<file path="src/rtl/sort_host_if.sv">
// Producer/consumer stream bundle around sort_host: batch words in, sorted words out.
interface sort_host_if #(parameter int DW = 16);
  logic          s_valid;
  logic          s_ready;
  logic [DW-1:0] s_data;
  logic          s_last;
  logic          m_valid;
  logic          m_ready;
  logic [DW-1:0] m_data;
  logic          m_last;

  modport master (
    output s_valid, s_data, s_last, m_ready,
    input  s_ready, m_valid, m_data, m_last
  );

  modport slave (
    input  s_valid, s_data, s_last, m_ready,
    output s_ready, m_valid, m_data, m_last
  );
endinterface

</file>
<file path="src/rtl/sort_host.sv">
// Host-side sequencer for the insertion-sort engine: streams a batch in, drives the
// clear/push/sort/pop command levels, then streams the popped (non-increasing) words out.
//
// state     | meaning
// ST_IDLE   | waiting for the first beat of a batch
// ST_CLEAR  | clear command in flight
// ST_ACCEPT | offering s_ready for the next word
// ST_PUSH   | push command in flight, din_o held
// ST_DRAIN  | engine full, discarding beats up to s_last
// ST_SORT   | sort command in flight
// ST_POP    | empty check, then pop command in flight
// ST_OUT    | presenting a popped word until m_ready
// ST_DONE   | one-cycle batch epilogue
module sort_host #(
  parameter int PULSE_HI = 3,  // >= 2 so the engine's synchroniser sees a rising edge
  parameter int GUARD    = 2,  // >= 1
  parameter int DW       = 16
) (
  input  logic          clk,
  input  logic          rstn,
  input  logic          enable,
  sort_host_if.slave    bus,
  output logic          push,
  output logic          pop,
  output logic          clear,
  output logic          sort,
  output logic [DW-1:0] din_o,
  input  logic [DW-1:0] dout_i,
  input  logic          full_i,
  input  logic          empty_i,
  input  logic          idle_i,
  output logic          ovf,
  output logic          err_order,
  output logic          busy
);

  typedef enum logic [3:0] {
    ST_IDLE, ST_CLEAR, ST_ACCEPT, ST_PUSH, ST_DRAIN, ST_SORT, ST_POP, ST_OUT, ST_DONE
  } state_t;

  typedef enum logic [1:0] {CPH_CHK, CPH_HI, CPH_LO, CPH_WAIT} cph_t;

  localparam int TW = 8;
  localparam logic [TW-1:0] HI_LOAD = TW'(PULSE_HI - 1);
  localparam logic [TW-1:0] LO_LOAD = TW'(GUARD - 1);

  state_t        state_q, state_d;
  cph_t          cph_q, cph_d;
  logic [TW-1:0] tmr_q, tmr_d;
  logic [DW-1:0] din_q, din_d, prev_q, prev_d, m_data_q, m_data_d;
  logic          last_seen_q, last_seen_d, first_out_q, first_out_d;
  logic          m_valid_q, m_valid_d, m_last_q, m_last_d;
  logic          ovf_q, ovf_d, err_q, err_d;
  logic [7:0]    in_cnt_q, in_cnt_d, out_cnt_q, out_cnt_d;
  logic          s_rdy, s_hs, m_vld, m_hs;
  logic          cmd_done, cmd_start, cmd_park;

  // Handshakes are masked by enable so a frozen host never loses or duplicates a beat.
  assign s_rdy = enable && (state_q == ST_ACCEPT || state_q == ST_DRAIN);
  assign s_hs  = bus.s_valid && s_rdy;
  assign m_vld = enable && m_valid_q;
  assign m_hs  = m_vld && bus.m_ready;

  always_ff @(posedge clk or negedge rstn) begin
    if (!rstn) begin
      state_q     <= ST_IDLE;
      cph_q       <= CPH_CHK;
      tmr_q       <= '0;
      din_q       <= '0;
      prev_q      <= '0;
      m_data_q    <= '0;
      last_seen_q <= 1'b0;
      first_out_q <= 1'b1;
      m_valid_q   <= 1'b0;
      m_last_q    <= 1'b0;
      ovf_q       <= 1'b0;
      err_q       <= 1'b0;
      in_cnt_q    <= '0;
      out_cnt_q   <= '0;
    end else if (enable) begin
      state_q     <= state_d;
      cph_q       <= cph_d;
      tmr_q       <= tmr_d;
      din_q       <= din_d;
      prev_q      <= prev_d;
      m_data_q    <= m_data_d;
      last_seen_q <= last_seen_d;
      first_out_q <= first_out_d;
      m_valid_q   <= m_valid_d;
      m_last_q    <= m_last_d;
      ovf_q       <= ovf_d;
      err_q       <= err_d;
      in_cnt_q    <= in_cnt_d;
      out_cnt_q   <= out_cnt_d;
    end
  end

  always_comb begin
    state_d     = state_q;
    cph_d       = cph_q;
    tmr_d       = tmr_q;
    din_d       = din_q;
    prev_d      = prev_q;
    m_data_d    = m_data_q;
    last_seen_d = last_seen_q;
    first_out_d = first_out_q;
    m_valid_d   = m_valid_q;
    m_last_d    = m_last_q;
    ovf_d       = ovf_q;
    err_d       = err_q;
    in_cnt_d    = in_cnt_q;
    out_cnt_d   = out_cnt_q;
    cmd_done    = 1'b0;
    cmd_start   = 1'b0;
    cmd_park    = 1'b0;

    // Shared command subroutine: high pulse, low guard, then wait for the engine.
    case (cph_q)
      CPH_HI: begin
        if (tmr_q == '0) begin
          cph_d = CPH_LO;
          tmr_d = LO_LOAD;
        end else begin
          tmr_d = tmr_q - TW'(1);
        end
      end
      CPH_LO: begin
        if (tmr_q == '0) cph_d = CPH_WAIT;
        else             tmr_d = tmr_q - TW'(1);
      end
      CPH_WAIT: cmd_done = idle_i;
      default: ;
    endcase

    if (s_hs && in_cnt_q != 8'hFF)  in_cnt_d  = in_cnt_q + 8'd1;
    if (m_hs && out_cnt_q != 8'hFF) out_cnt_d = out_cnt_q + 8'd1;

    case (state_q)
      ST_IDLE: begin
        if (bus.s_valid) begin
          ovf_d       = 1'b0;
          err_d       = 1'b0;
          in_cnt_d    = '0;
          out_cnt_d   = '0;
          first_out_d = 1'b1;
          last_seen_d = 1'b0;
          cmd_start   = 1'b1;
          state_d     = ST_CLEAR;
        end
      end
      ST_CLEAR: begin
        if (cmd_done) begin
          cmd_park = 1'b1;
          state_d  = ST_ACCEPT;
        end
      end
      ST_ACCEPT: begin
        if (full_i) begin
          ovf_d = 1'b1;
          if (s_hs && bus.s_last) begin
            cmd_start = 1'b1;
            state_d   = ST_SORT;
          end else begin
            state_d = ST_DRAIN;
          end
        end else if (s_hs) begin
          din_d       = bus.s_data;
          last_seen_d = bus.s_last;
          cmd_start   = 1'b1;
          state_d     = ST_PUSH;
        end
      end
      ST_PUSH: begin
        if (cmd_done) begin
          if (last_seen_q) begin
            cmd_start = 1'b1;
            state_d   = ST_SORT;
          end else begin
            cmd_park = 1'b1;
            state_d  = ST_ACCEPT;
          end
        end
      end
      ST_DRAIN: begin
        if (s_hs && bus.s_last) begin
          cmd_start = 1'b1;
          state_d   = ST_SORT;
        end
      end
      ST_SORT: begin
        if (cmd_done) begin
          cmd_park = 1'b1;
          state_d  = ST_POP;
        end
      end
      ST_POP: begin
        if (cph_q == CPH_CHK) begin
          if (empty_i) state_d = ST_DONE;
          else         cmd_start = 1'b1;
        end else if (cmd_done) begin
          m_data_d    = dout_i;
          m_last_d    = empty_i;
          m_valid_d   = 1'b1;
          if (!first_out_q && dout_i > prev_q) err_d = 1'b1;
          prev_d      = dout_i;
          first_out_d = 1'b0;
          cmd_park    = 1'b1;
          state_d     = ST_OUT;
        end
      end
      ST_OUT: begin
        if (m_hs) begin
          m_valid_d = 1'b0;
          state_d   = m_last_q ? ST_DONE : ST_POP;
        end
      end
      ST_DONE: state_d = ST_IDLE;
      default: state_d = ST_IDLE;
    endcase

    if (cmd_start) begin
      cph_d = CPH_HI;
      tmr_d = HI_LOAD;
    end else if (cmd_park) begin
      cph_d = CPH_CHK;
    end
  end

  assign clear = (state_q == ST_CLEAR) && (cph_q == CPH_HI);
  assign push  = (state_q == ST_PUSH)  && (cph_q == CPH_HI);
  assign sort  = (state_q == ST_SORT)  && (cph_q == CPH_HI);
  assign pop   = (state_q == ST_POP)   && (cph_q == CPH_HI);

  assign bus.s_ready = s_rdy;
  assign bus.m_valid = m_vld;
  assign bus.m_data  = m_data_q;
  assign bus.m_last  = m_last_q;
  assign din_o       = din_q;
  assign ovf         = ovf_q;
  assign err_order   = err_q;
  assign busy        = (state_q != ST_IDLE);

endmodule

</file>
<file path="src/flat_wrapper.sv">
// flat-port wrapper written by rule: the top's interface ports become plain ports
module sort_host_flat 
#(
  parameter int PULSE_HI = 3,                                                         
  parameter int GUARD    = 2,         
  parameter int DW       = 16
)
  (clk, rstn, enable, push, pop, clear, sort, din_o, dout_i, full_i, empty_i, idle_i, ovf, err_order, busy, bus_s_valid, bus_s_data, bus_s_last, bus_m_ready, bus_s_ready, bus_m_valid, bus_m_data, bus_m_last);
  sort_host_if #(.DW(DW)) bus_i ();
  input  logic clk;
  input  logic rstn;
  input  logic enable;
  output logic push;
  output logic pop;
  output logic clear;
  output logic sort;
  output logic [DW-1:0] din_o;
  input  logic [DW-1:0] dout_i;
  input  logic full_i;
  input  logic empty_i;
  input  logic idle_i;
  output logic ovf;
  output logic err_order;
  output logic busy;
  input wire logic [$bits(bus_i.s_valid)-1:0] bus_s_valid;
  input wire logic [$bits(bus_i.s_data)-1:0] bus_s_data;
  input wire logic [$bits(bus_i.s_last)-1:0] bus_s_last;
  input wire logic [$bits(bus_i.m_ready)-1:0] bus_m_ready;
  output wire logic [$bits(bus_i.s_ready)-1:0] bus_s_ready;
  output wire logic [$bits(bus_i.m_valid)-1:0] bus_m_valid;
  output wire logic [$bits(bus_i.m_data)-1:0] bus_m_data;
  output wire logic [$bits(bus_i.m_last)-1:0] bus_m_last;
  assign bus_i.s_valid = bus_s_valid;
  assign bus_i.s_data = bus_s_data;
  assign bus_i.s_last = bus_s_last;
  assign bus_i.m_ready = bus_m_ready;
  assign bus_s_ready = bus_i.s_ready;
  assign bus_m_valid = bus_i.m_valid;
  assign bus_m_data = bus_i.m_data;
  assign bus_m_last = bus_i.m_last;
  sort_host #(.PULSE_HI(PULSE_HI), .GUARD(GUARD), .DW(DW)) u_core (.clk(clk), .rstn(rstn), .enable(enable), .bus(bus_i), .push(push), .pop(pop), .clear(clear), .sort(sort), .din_o(din_o), .dout_i(dout_i), .full_i(full_i), .empty_i(empty_i), .idle_i(idle_i), .ovf(ovf), .err_order(err_order), .busy(busy));
endmodule
</file>
<file path="config.mk">
export PLATFORM = sky130hd
export DESIGN_NAME = sort_host_flat
export DESIGN_NICKNAME = d
export VERILOG_FILES = /design/src/rtl/sort_host_if.sv /design/src/rtl/sort_host.sv /design/src/flat_wrapper.sv
export SDC_FILE = /design/constraint.sdc
export NUM_CORES = 1
export LEC_CHECK = 0
export ABC_AREA = 1
export ABC_CLOCK_PERIOD_IN_PS = 1500
export BUFFER_PORTS_ARGS = -buffer_cell sky130_fd_sc_hd__clkbuf_2
export CORE_ASPECT_RATIO = 0.6
export CORE_MARGIN = 5
export CORE_UTILIZATION = 40
export DETAILED_ROUTE_END_ITERATION = 10
export PLACE_DENSITY = 0.66
export SYNTH_ARGS = -nofsm -noshare
export SYNTH_HDL_FRONTEND = slang
export SYNTH_SLANG_ARGS = --single-unit
</file>
<file path="constraint.sdc">
create_clock -name clk -period 1.5 [get_ports clk]
set_input_delay 0.225 -clock clk [delete_from_list [all_inputs] [get_ports clk]]
set_output_delay 0.225 -clock clk [all_outputs]
set_load 0.005 [all_outputs]
</file>
Word level (Yosys, flattened, before mapping)
Cells that the tools add are included.

Bits in writable memories: 0. Register bits after elaboration: 52. Output and inout bits: 42. Bits in latches: 0. Memories kept: 0. Memory bits (read-only): 0. Word-level logic and storage cells: 132. Input port bits: 41.

Multiply operators: 0. Div/mod/pow operators: 0. Reductions and logical operators: 32. Shifts and indexed selects: 0. Magnitude comparators: 1. Add/subtract/negate cells: 1. Muxes and demuxes: 57. Eq/ne operators: 28. Bitwise logic cells: 2.

Operators by type and width (count): 4-bit 2-to-1 mux (12); 4-bit case mux with 8 select lines (1); 1-bit 2-to-1 mux (27); 8-bit 2-to-1 mux (3); 4-bit by 3-bit == test with 1-bit output (second input constant) (4); 16-bit > comparator (1); 8-bit case mux with 2 select lines (1); 4-bit AND reduction (4); 5-bit AND reduction (3); 2-bit by 1-bit != test with 1-bit output (second input constant) (7); 1-bit logical AND (10); 2-bit != test (second input constant) (5); 1-bit case mux with 2 select lines (5); 10-bit AND reduction (1); 4-bit by 2-bit == test with 1-bit output (second input constant) (2); 8-bit zero test (1); 2-bit 2-to-1 mux (4); 4-bit by 1-bit != test with 1-bit output (second input constant) (2); 4-bit nonzero test (2); 8-bit by 1-bit subtractor with 8-bit output (second input constant) (1); 3-bit by 2-bit != test with 1-bit output (second input constant) (2); 6-bit AND reduction (1); 2-bit nonzero test (3); 1-bit case mux with 5 select lines (1); 16 further kinds (18).

Depth between registers and ports, before layout
Gate-level depths: netlist (run 1).

Depth in word-level cells: 10. Gate-level depth with buffers: 13. Gate-level depth less buffers: 13.

Least setup slack after synthesis (run 1)
OpenSTA, ideal clock, no wires.

Path type: register to register. From: register u_core.cph_q[0]. To: register u_core.tmr_q[1]. Slack: -73 ps. Buffers on the path: 1. Required time: 1381 ps. Clock period less this slack: 1573 ps. Setup time: 119 ps. Arrival time: 1454 ps. Cell stages (with the launch flop): 13. Path through: dfrtp_1 inv_1 ha_1 inv_1 nor2_1 nand3_1 inv_1 nor2_8 nand3_2 nand2_4 buf_8 nand2_1 o21ai_2.

Cells in the longest elaborated chain, start to end: 6. Elaborated cells on any way between the ends: 13. Classes of those cells: 4 x eq/ne; 6 x mux; 3 x reduce/logical.

RTL lines: start, declared (RTL line sort_host.sv:48) `cph_t cph_q, cph_d;`; start signal, assigned (RTL line sort_host.sv:82) `cph_q <= cph_d;`; 2-bit == test (RTL line sort_host.sv:118) `case (cph_q)`; 1-bit 2-to-1 mux (RTL line sort_host.sv:118); 1-bit 2-to-1 mux (RTL line sort_host.sv:174) `if (cmd_done) begin`; 1-bit case mux with 5 select lines (RTL line sort_host.sv:138) `case (state_q)`; 3-bit by 2-bit != test with 1-bit output (no line) / 3-bit nonzero test (equally long branches); 3-bit AND reduction (no line); end signal, assigned (RTL line sort_host.sv:83) `tmr_q <= tmr_d;`; end, declared (RTL line sort_host.sv:49) `logic [TW-1:0] tmr_q, tmr_d;`.

Several ways; a longest one is shown, not always the timed one. A chain may end at the register's enable or synchronous reset.

Final worst setup path (run 1)
From: register u_core.state_q[2]. To: output port bus_s_ready.

Cells in the longest elaborated chain, start to end: 3. Elaborated cells on any way between the ends: 4. Classes of those cells: 2 x eq/ne; 2 x reduce/logical.

RTL lines: start, declared (RTL line sort_host.sv:47) `state_t state_q, state_d;`; start signal, assigned (RTL line sort_host.sv:81) `state_q <= state_d;`; 4-bit by 2-bit == test with 1-bit output / 4-bit by 3-bit == test with 1-bit output (equally long branches) (RTL line sort_host.sv:59) `assign s_rdy = enable && (state_q == ST_ACCEPT || state_q == ST_DRAIN);`; 1-bit logical OR * (RTL line sort_host.sv:59); 1-bit logical AND * (RTL line sort_host.sv:59); end, declared (RTL line flat_wrapper.sv:29) `output wire logic [$bits(bus_i.s_ready)-1:0] bus_s_ready;`.

Mark *: on every way between the ends. The rest lies on a longest branch, timed or not.

==> results of run 1 <==
[synthesized netlist by cell type, types with 5 or more instances]
library cell | instances | area [um2]
nand4_1 | 6 | 37.5
nor2_1 | 26 | 97.6
o21ai_0 | 27 | 135
nand3_1 | 21 | 105
nand2_2 | 5 | 31.3
ha_1 | 22 | 275
mux2_2 | 13 | 146
nand2_1 | 94 | 353
nor3_1 | 5 | 25.0
a21oi_1 | 10 | 50.1
o21ai_1 | 6 | 30.0
xor2_1 | 6 | 52.6
dfrtp_1 | 51 | 1280
inv_1 | 58 | 218
[per-stage QoR]
step                      area [um2]  setup WS (ns)  power [uW]  setup TNS (ns)  utilization
after detailed placement        3990         -0.132        6450           -1.70        0.512
after global placement          3990         -0.102        6340           -1.64        0.512
after CTS                       4370         -0.172        8340           -4.06        0.561
after floorplan                 3180        -0.0217        4820          -0.157            -
final                           4700         -0.186        9080           -5.14        0.604
after global routing            4700         -0.257        9780           -9.71        0.604
[where the power goes]
group          leakage, uW  internal (uW)  switching [uW]  total [uW]
sequential        0.000604           1990             421        2410
clock            0.0000857            797             555        1350
combinational      0.00185           2460            2850        5320
total              0.00253           5250            3830        9080
[cell families after synthesis]
family | synth area share
flip-flops | 0.411
multiplexers | 0.0569
AND/OR/NAND/NOR | 0.250
AO/OA/AOI/OAI | 0.0885
buffers and inverters | 0.0893
adder cells (fa/ha/maj) | 0.0870
XOR/XNOR | 0.0166
[sequential cells by signal, indices dropped and copies added, names as in the netlist]
signal	count
u_core.last_seen_q	1
u_core.first_out_q	1
u_core.err_order	1
u_core.bus.m_data	16
u_core.cph_q	2
u_core.m_valid_q	1
u_core.bus.m_last	1
u_core.din_o	16
u_core.tmr_q	8
u_core.state_q	4
u_core.ovf	1
[worst max-delay path, cell delays in order, from the launching register on]
cell and delay [ns]:
dfrtp_1 0.44, inv_2 0.10, nor2_4 0.16, nand2_2 0.11, buf_6 0.13, a21oi_2 0.11
buf_2 0.12
[layout by cell type, fill, tap and decap left out, drive strengths merged, types with 2 or more instances in the layout]
cell    count
clkbuf     87
nand3      24
nand4       6
mux2       16
nor2       34
o21ai      36
xor2        6
inv        63
nor3        5
buf        56
nand2     103
dfrtp      51
a21oi      10
ha         22
o211ai      2
[per-layer routing]
| metal | track usage | wire, um | vias up |
|---|---|---|---|
| met3 | 0.0470 | 680 | 8 |
| met2 | 0.267 | 4100 | 107 |
| met4 | 0.0379 | 65 | 0 |
| li1 | - | - | 1526 |
| met1 | 0.261 | 4360 | 1429 |
| met5 | 0 | 0 | - |
[final timing paths]
kind                       slack [ns]                           start                          endpoint  cells after the start
max                             -0.19   u_core.state_q[2]$_DFFE_PN0P_                       bus_s_ready                      6
min                              0.15                       dout_i[7]  u_core.bus.m_data[7]$_DFFE_PN0P_                      3
max reg2reg                     -0.14   u_core.state_q[2]$_DFFE_PN0P_       u_core.tmr_q[4]$_DFFE_PN0P_                     10
min reg2reg                      0.48  u_core.first_out_q$_DFFE_PN1P_    u_core.first_out_q$_DFFE_PN1P_                      2
max in group asynchronous        0.54                            rstn     u_core.state_q[0]$_DFFE_PN0P_                      3
min in group asynchronous        0.39                            rstn  u_core.bus.m_data[2]$_DFFE_PN0P_                      2
[area by class of cell]
| type | instances | area [um2] | share of cell area |
|---|---|---|---|
| inverters | 62 | 248 | 0.0527 |
| multi-input cells | 267 | 1920 | 0.408 |
| well taps | 108 | 135 | 0.0287 |
| repair buffers | 139 | 926 | 0.197 |
| flip-flops and latches | 52 | 1310 | 0.278 |
| clock inverters | 3 | 46.3 | 0.00984 |
| clock buffers | 5 | 125 | 0.0266 |
[what timing repair did]
action / in CTS / in global routing
setup endpoints to repair: 50 / 58
resized for setup: 37 / 61
setup buffers: 8 / 10
cloned: 1 / 1
pin swaps: 15 / 25
hold buffers: 1 / 0
hold endpoints to repair: 12 / 0
==> out/results.tsv, run 1 <==
metric	value	unit
initial DRC count	268	
Port Buf Inserts	82	
flops & latches, synth	52	
Via-to-Cell Ratio	4.83	
outcome	finished, violations left	
syn nets	450	
initial antenna violation count	0	
Final Wtd Congestion	0.969	
gr usage total	0.179	
Clock Root Buffer	clkbuf_16	
failing checks	negative setup slack	
Worst Hold Class	primary input to flip-flop	
DR DRC count	0	
Inserted Diodes	0	
gr ovfl total	0	
Max Cap Violations	0	
DP HPWL	6460	um
post-synth cell types	31	
leakage	0.00253	uW
slew at the pin with the worst max-slew slack	0.428	ns
Worst-path clk slew	0.07	ns
Core Region	7790	um2
TritonCTS clock tree	yes	
Final setup viols	54	
vias in the first global route	2915	
Post-Synthesis Cell Area	3170	um2
hold slack	0.152	ns
total clock sinks	52	
routed length per placed instance	14.5	um
Power Density	1930	nW/um2
synthesized area per cell	8.18	um2
layout net count	590	
area added between synthesis and finish	48.6	%
fill count	663	
Final Hold Fails	0	
die area	9850	um2
EDFF count, synth	0	
CP startpoint kind	flip-flop	
Post-synth ARST share	1.00	
Initial Utilization	0.406	
final slew viol count	0	
global-route wire length before repair	14400	um
# rows	25	
H-tree levels	2	
floorplan die height	78.9	um
I/O Pins	83	
RSZ-0062 raised after global routing	yes	
Finished Layout Cells	636	
Final Critical Period	1.69	ns
Worst EP arrival	1.46	ns
Placed Instances	607	
share of cells above drive strength 1	0.470	
Synth Warn #	0	
Clock Path Buffers	2	
Total Wirelength	9200	um
Setup crit end kind	output port	
largest net degree at the start of global routing	40	
WS Path Type	flip-flop to output port	
chip width	125	um
Tcrit/Tclk final	1.12	
Critical Path RT	1.27	ns
Routed Antenna Nets	0	
Synth Instances	387	
routed via count	3070	
sequential share of the synthesized area	0.411	
Inserted Clock Buffers	5	
Crit Path Max Fanout	5	
drt first pass iters	4	
slew margin rel.	0.715	
Worst Skew	0.00541	ns
later-pin clock latency in the skew report	0.29	ns
Most used DFF post-synth	dfrtp_1	
fin worst setup slack	-0.186	ns
peak supply drop	0.000796	V
fmax	0.593	GHz
(Power assumes the default switching activity.)
==> run 2, diff against run 1 <==
--- a/config.mk
+++ b/config.mk
@@ -10,7 +10,9 @@
 export BUFFER_PORTS_ARGS = -buffer_cell sky130_fd_sc_hd__clkbuf_2
+export CELL_PAD_IN_SITES_DETAIL_PLACEMENT = 1
+export CELL_PAD_IN_SITES_GLOBAL_PLACEMENT = 2
 export CORE_ASPECT_RATIO = 0.6
 export CORE_MARGIN = 5
-export CORE_UTILIZATION = 40
+export CORE_UTILIZATION = 27
 export DETAILED_ROUTE_END_ITERATION = 10
-export PLACE_DENSITY = 0.66
+export PLACE_DENSITY_LB_ADDON = 0.1
 export SYNTH_ARGS = -nofsm -noshare
--- a/constraint.sdc
+++ b/constraint.sdc
@@ -3,2 +3,2 @@
 set_output_delay 0.225 -clock clk [all_outputs]
-set_load 0.005 [all_outputs]
+set_load 0.05 [all_outputs]
==> run 2 against run 1 <==
- the run still ends with negative setup slack left
- via count up 0.68%
- clock power about the same
- routed wire length rose by 16%
- first-iteration DRC count fell by 62%
- die area is 43% higher
- largest cell class unchanged
- setup slack worse by 0.077 ns
- worst hold slack lost 0.0027 ns
- sequential power barely moved
- cell count grew 11%
- non-clock buffer count is 16 higher
==> out/results.tsv, run 2 (same netlist as run 1, synthesis figures left out) <==
metric	value	unit
fmax	0.567	GHz
Clock Path Buffers	2	
r2r worst-path depth	8	
Max Cap Violations	0	
leakage	0.00264	uW
global-route wire length before repair	16900	um
final slew viol count	0	
most common cell after layout, fill and taps aside	clkbuf_2	
Crit Path Max Fanout	5	
vias in the first global route	3160	
layout net count	606	
drt first pass iters	4	
# rows	30	
later-pin clock latency in the skew report	0.30	ns
total clock sinks	52	
Total Wirelength	10700	um
Critical Path RT	1.27	ns
CP startpoint kind	flip-flop	
Worst EP arrival	1.54	ns
peak supply drop	0.000842	V
gr ovfl total	0	
routed length per placed instance	15.2	um
Core Region	11400	um2
hold slack	0.150	ns
die area	14100	um2
initial antenna violation count	0	
largest net degree at the start of global routing	40	
Worst Hold Class	primary input to flip-flop	
share of cells above drive strength 1	0.517	
Worst Skew	0.00477	ns
outcome	finished, violations left	
Port Buf Inserts	82	
RSZ-0062 raised after global routing	yes	
DP HPWL	8080	um
Final Critical Period	1.76	ns
failing checks	negative setup slack	
Inserted Diodes	0	
DR DRC count	0	
slew at the pin with the worst max-slew slack	0.414	ns
Inserted Clock Buffers	5	
Worst Hold Path Cells	3	
Power Total	11200	uW
chip width	150	um
Setup crit end kind	output port	
TritonCTS clock tree	yes	
routed via count	3091	
Initial Utilization	0.278	
initial DRC count	102	
floorplan die height	93.9	um
Via-to-Cell Ratio	4.39	
Routed Antenna Nets	0	
most frequent cells in the layout	clkbuf_2, nand2_1, buf_4	
Final setup viols	56	
fill count	1353	
Final Wtd Congestion	0.857	
Worst-path clk slew	0.07	ns
H-tree levels	2	
Clock Root Buffer	clkbuf_16	
WS Path Type	flip-flop to output port	
area added between synthesis and finish	59.3	%
Power Density	2220	nW/um2
gr usage total	0.153	
Tcrit/Tclk final	1.18	
slew margin rel.	0.724	
I/O Pins	83	
fin worst setup slack	-0.263	ns
Final Hold Fails	0	
-- run 2: changes by cell type in the layout (fill, tap and decap cells not counted), moves of 3 or more --
cell,delta
buf_4,+13
dfrtp_1,-14
nor2_2,-3
nor2_4,+3
clkbuf_2,-6
buf_12,+4
nand2_1,-5
nand2_2,+3
dfrtp_2,+14
-- run 2: what timing repair did --
action,CTS,global route
endpoints found under the setup margin,57,59
hold buffers,1,0
buffers inserted,13,7
endpoints found under the hold margin,12,0
gates resized for setup,54,47
gates cloned,1,1
pin swaps,19,18
-- run 2: metal layers --
metal  share of wire  global-route usage
met1            0.53               0.233
met2            0.41               0.216
met3           0.052              0.0342
met4          0.0095              0.0388
met5               0                   0
-- run 2: worst paths after layout --
kind / startpoint / endpoint / slack (ns)
setup reg to reg: u_core.cph_q[0]$_DFFE_PN0P_ / u_core.tmr_q[1]$_DFFE_PN0P_ / -0.23
max in group asynchronous: rstn / u_core.bus.m_data[11]$_DFFE_PN0P_ / 0.54
hold reg to reg: u_core.first_out_q$_DFFE_PN1P_ / u_core.first_out_q$_DFFE_PN1P_ / 0.48
hold / removal: dout_i[5] / u_core.bus.m_data[5]$_DFFE_PN0P_ / 0.15
setup / recovery: u_core.state_q[2]$_DFFE_PN0P_ / bus_s_ready / -0.26
min in group asynchronous: rstn / u_core.bus.m_data[3]$_DFFE_PN0P_ / 0.38
-- run 2: critical path, cell delays in order (launching register included) --
cell and delay (ns):
dfrtp_1 0.43, inv_2 0.08, nor2_4 0.19, nand2_2 0.10
buf_6 0.13, a21oi_4 0.15, buf_12 0.16
-- run 2: final cells by class --
| class | instances | area (um2) | share of cell area |
|---|---|---|---|
| timing repair buffer | 155 | 1150 | 0.228 |
| tap | 160 | 200 | 0.0397 |
| inverter | 62 | 246 | 0.0489 |
| multi-input combinational | 267 | 1950 | 0.387 |
| clock buffer | 6 | 129 | 0.0256 |
| clock inverter | 2 | 38.8 | 0.00769 |
| sequential | 52 | 1320 | 0.263 |
-- run 2: metrics by stage --
step           instances  setup WS, ns  setup TNS (ns)  area (um2)  utilization
4_1_cts              696        -0.283           -8.30        4780        0.421
5_1_grt              704        -0.333          -12.51        5040        0.443
2_1_floorplan        387       -0.0879          -0.347        3240            -
3_3_place_gp         673        -0.248           -5.94        4260        0.375
6_report             704        -0.263           -7.48        5040        0.443
3_5_place_dp         673        -0.310           -7.51        4260        0.375
-- run 2: power breakdown --
| part | leakage, uW | switching, uW | total, uW | internal, uW |
|---|---|---|---|---|
| Clock | 0.0000815 | 566 | 1360 | 796 |
| Sequential | 0.000598 | 393 | 2420 | 2020 |
| Combinational | 0.00196 | 4630 | 7440 | 2810 |
==> run 3, diff against run 2 <==
- CORE_ASPECT_RATIO: 0.6 -> unset
- CTS_CLUSTER_SIZE: unset -> 12
==> run 3 against run 2 <==
- the run still ends with negative setup slack left
- via count shrank 1.1%
- cell count shrank 2.7%
- core utilization shrank 0.89 points
- worst hold slack lost 0.011 ns
- critical path type unchanged
- critical endpoint unchanged
- largest cell class unchanged
==> out/results.tsv, run 3 (same netlist as run 1, synthesis figures left out) <==
metric	value	unit
Finished Layout Cells	685	
global-route wire length before repair	16100	um
leakage	0.00262	uW
Placed Instances	652	
Worst EP arrival	1.51	ns
Worst-path clk slew	0.07	ns
peak supply drop	0.000906	V
Critical R2R Launch	u_core.state_q[2]$_DFFE_PN0P_	
drt first pass iters	4	
initial DRC count	77	
DR DRC count	0	
gr usage total	0.138	
Max Cap Violations	0	
Critical Path RT	1.27	ns
failing checks	negative setup slack	
Power Total	10600	uW
chip width	118	um
die area	14000	um2
routed length per placed instance	14.3	um
Internal Power	5390	uW
Port Buf Inserts	82	
Setup crit end kind	output port	
most common cell after layout, fill and taps aside	clkbuf_2	
# rows	39	
final slew viol count	0	
Initial Utilization	0.276	
most frequent cells in the layout	clkbuf_2, nand2_1, buf_4	
Via-to-Cell Ratio	4.46	
Register Area	1320	um2
WS Path Type	flip-flop to output port	
floorplan die height	118	um
combinational power share	0.650	
H-tree levels	2	
Tcrit/Tclk final	1.16	
r2r worst-path depth	10	
fmax	0.575	GHz
RR Endpoint	u_core.tmr_q[5]$_DFFE_PN0P_	
Worst Hold Path Cells	2	
layout net count	604	
area added between synthesis and finish	57.4	%
DP HPWL	7320	um
Core Region	11500	um2
CP startpoint kind	flip-flop	
Worst Skew	0.00699	ns
Final setup viols	52	
Worst Hold Class	primary input to flip-flop	
Hold Crit Start	bus_s_data[5]	
switch share	0.493	
Inserted Clock Buffers	5	
fill count	1387	
later-pin clock latency in the skew report	0.29	ns
RSZ-0062 raised after global routing	yes	
Final Hold Fails	0	
r2r setup slk	-0.17	ns
Total Wirelength	9780	um
Routed Antenna Nets	0	
Final Wtd Congestion	0.810	
hold worst-path end	u_core.din_o[5]$_DFFE_PN0P_	
Final Critical Period	1.74	ns
share of cells above drive strength 1	0.515	
total clock sinks	52	
fin worst setup slack	-0.238	ns
initial antenna violation count	0	
slew at the pin with the worst max-slew slack	0.312	ns
TritonCTS clock tree	yes	
I/O Pins	83	
area of the multi-input gates	1920	um2
largest net degree at the start of global routing	53	
gr ovfl total	0	
Sequential Power Share	0.226	
vias in the first global route	3331	
Clock Path Buffers	2	
Crit Path Max Fanout	4	
switching pwr	5240	uW
Power Density	2130	nW/um2
routed via count	3058	
Inserted Diodes	0	
Clock power frac	0.124	
slew margin rel.	0.790	
outcome	finished, violations left	
Clock Root Buffer	clkbuf_16	
==> run 3: cell types whose count changed in the layout (fill, tap and decap cells not counted), moves of 4 or more <==
cell     delta
nand2_2     +5
o21ai_1     +8
o21ai_0     -6
inv_2       +4
==> run 3: repair_timing <==
action                                  in CTS  in global routing
setup buffers                               14                  7
endpoints found under the setup margin      47                 58
cloned                                       2                  1
hold buffers                                 1                  0
resized for setup                           54                 50
pin swaps                                   17                 11
endpoints found under the hold margin       51                  0
==> run 3: layout make-up <==
| cell class | count | area share |
|---|---|---|
| clock buffer | 5 | 0.0251 |
| clock inverter | 3 | 0.00854 |
| inverter | 62 | 0.0495 |
| multi-input combinational | 267 | 0.385 |
| sequential | 52 | 0.266 |
| tap | 143 | 0.0359 |
| timing repair buffer | 153 | 0.231 |
==> run 3: metal layers <==
| metal | up-vias | share of wire | GRT usage |
|---|---|---|---|
| met3 | 4 | 0.050 | 0.0353 |
| met4 | 0 | 0.010 | 0.0308 |
| met2 | 52 | 0.49 | 0.236 |
| met5 | - | 0 | 0 |
| li1 | 1551 | - | - |
| met1 | 1451 | 0.45 | 0.176 |
==> run 3: worst max path at each step <==
| stage | start | end | slack (ns) | depth (start not counted) |
|---|---|---|---|---|
| finish | u_core.state_q[1]$_DFFE_PN0P_ | bus_s_ready | -0.24 | 5 |
| CTS | u_core.state_q[2]$_DFFE_PN0P_ | bus_s_ready | -0.25 | 6 |
| global placement | u_core.cph_q[0]$_DFFE_PN0P_ | u_core.tmr_q[3]$_DFFE_PN0P_ | -0.16 | 10 |
| floorplan | u_core.cph_q[1]$_DFFE_PN0P_ | clear | -0.09 | 4 |
| detailed placement | u_core.cph_q[0]$_DFFE_PN0P_ | u_core.tmr_q[3]$_DFFE_PN0P_ | -0.26 | 10 |
| global route | u_core.state_q[2]$_DFFE_PN0P_ | bus_s_ready | -0.30 | 6 |
==> run 3: power groups by stage <==
stage                     combinational, uW  sequential (uW)  clock [uW]
final                                  6900             2400        1320
after floorplan                        2650             3810           0
after detailed placement               5950             2430           0
after global placement                 5860             2400           0
after CTS                              6720             2410        1380
after global routing                   7520             2480        1430
==> run 3: critical path, cell delays in order (launching register included) <==
cell and delay, ns:
dfrtp_2 0.46, nor2_4 0.21, nand2_2 0.11, buf_6 0.13
a21oi_4 0.16, buf_12 0.15
==> run 3: per-stage QoR <==
| step | TNS (ns) | util | worst slack [ns] | instance area, um2 | hold WS (ns) |
|---|---|---|---|---|---|
| final | -6.21 | 0.434 | -0.238 | 4980 | 0.138 |
| after global placement | -2.93 | 0.368 | -0.163 | 4220 | 0.253 |
| after CTS | -7.23 | 0.414 | -0.249 | 4750 | 0.134 |
| after global routing | -11.55 | 0.434 | -0.302 | 4980 | 0.150 |
| after floorplan | -0.347 | - | -0.0879 | 3240 | -0.0706 |
| after detailed placement | -4.37 | 0.368 | -0.265 | 4220 | 0.257 |
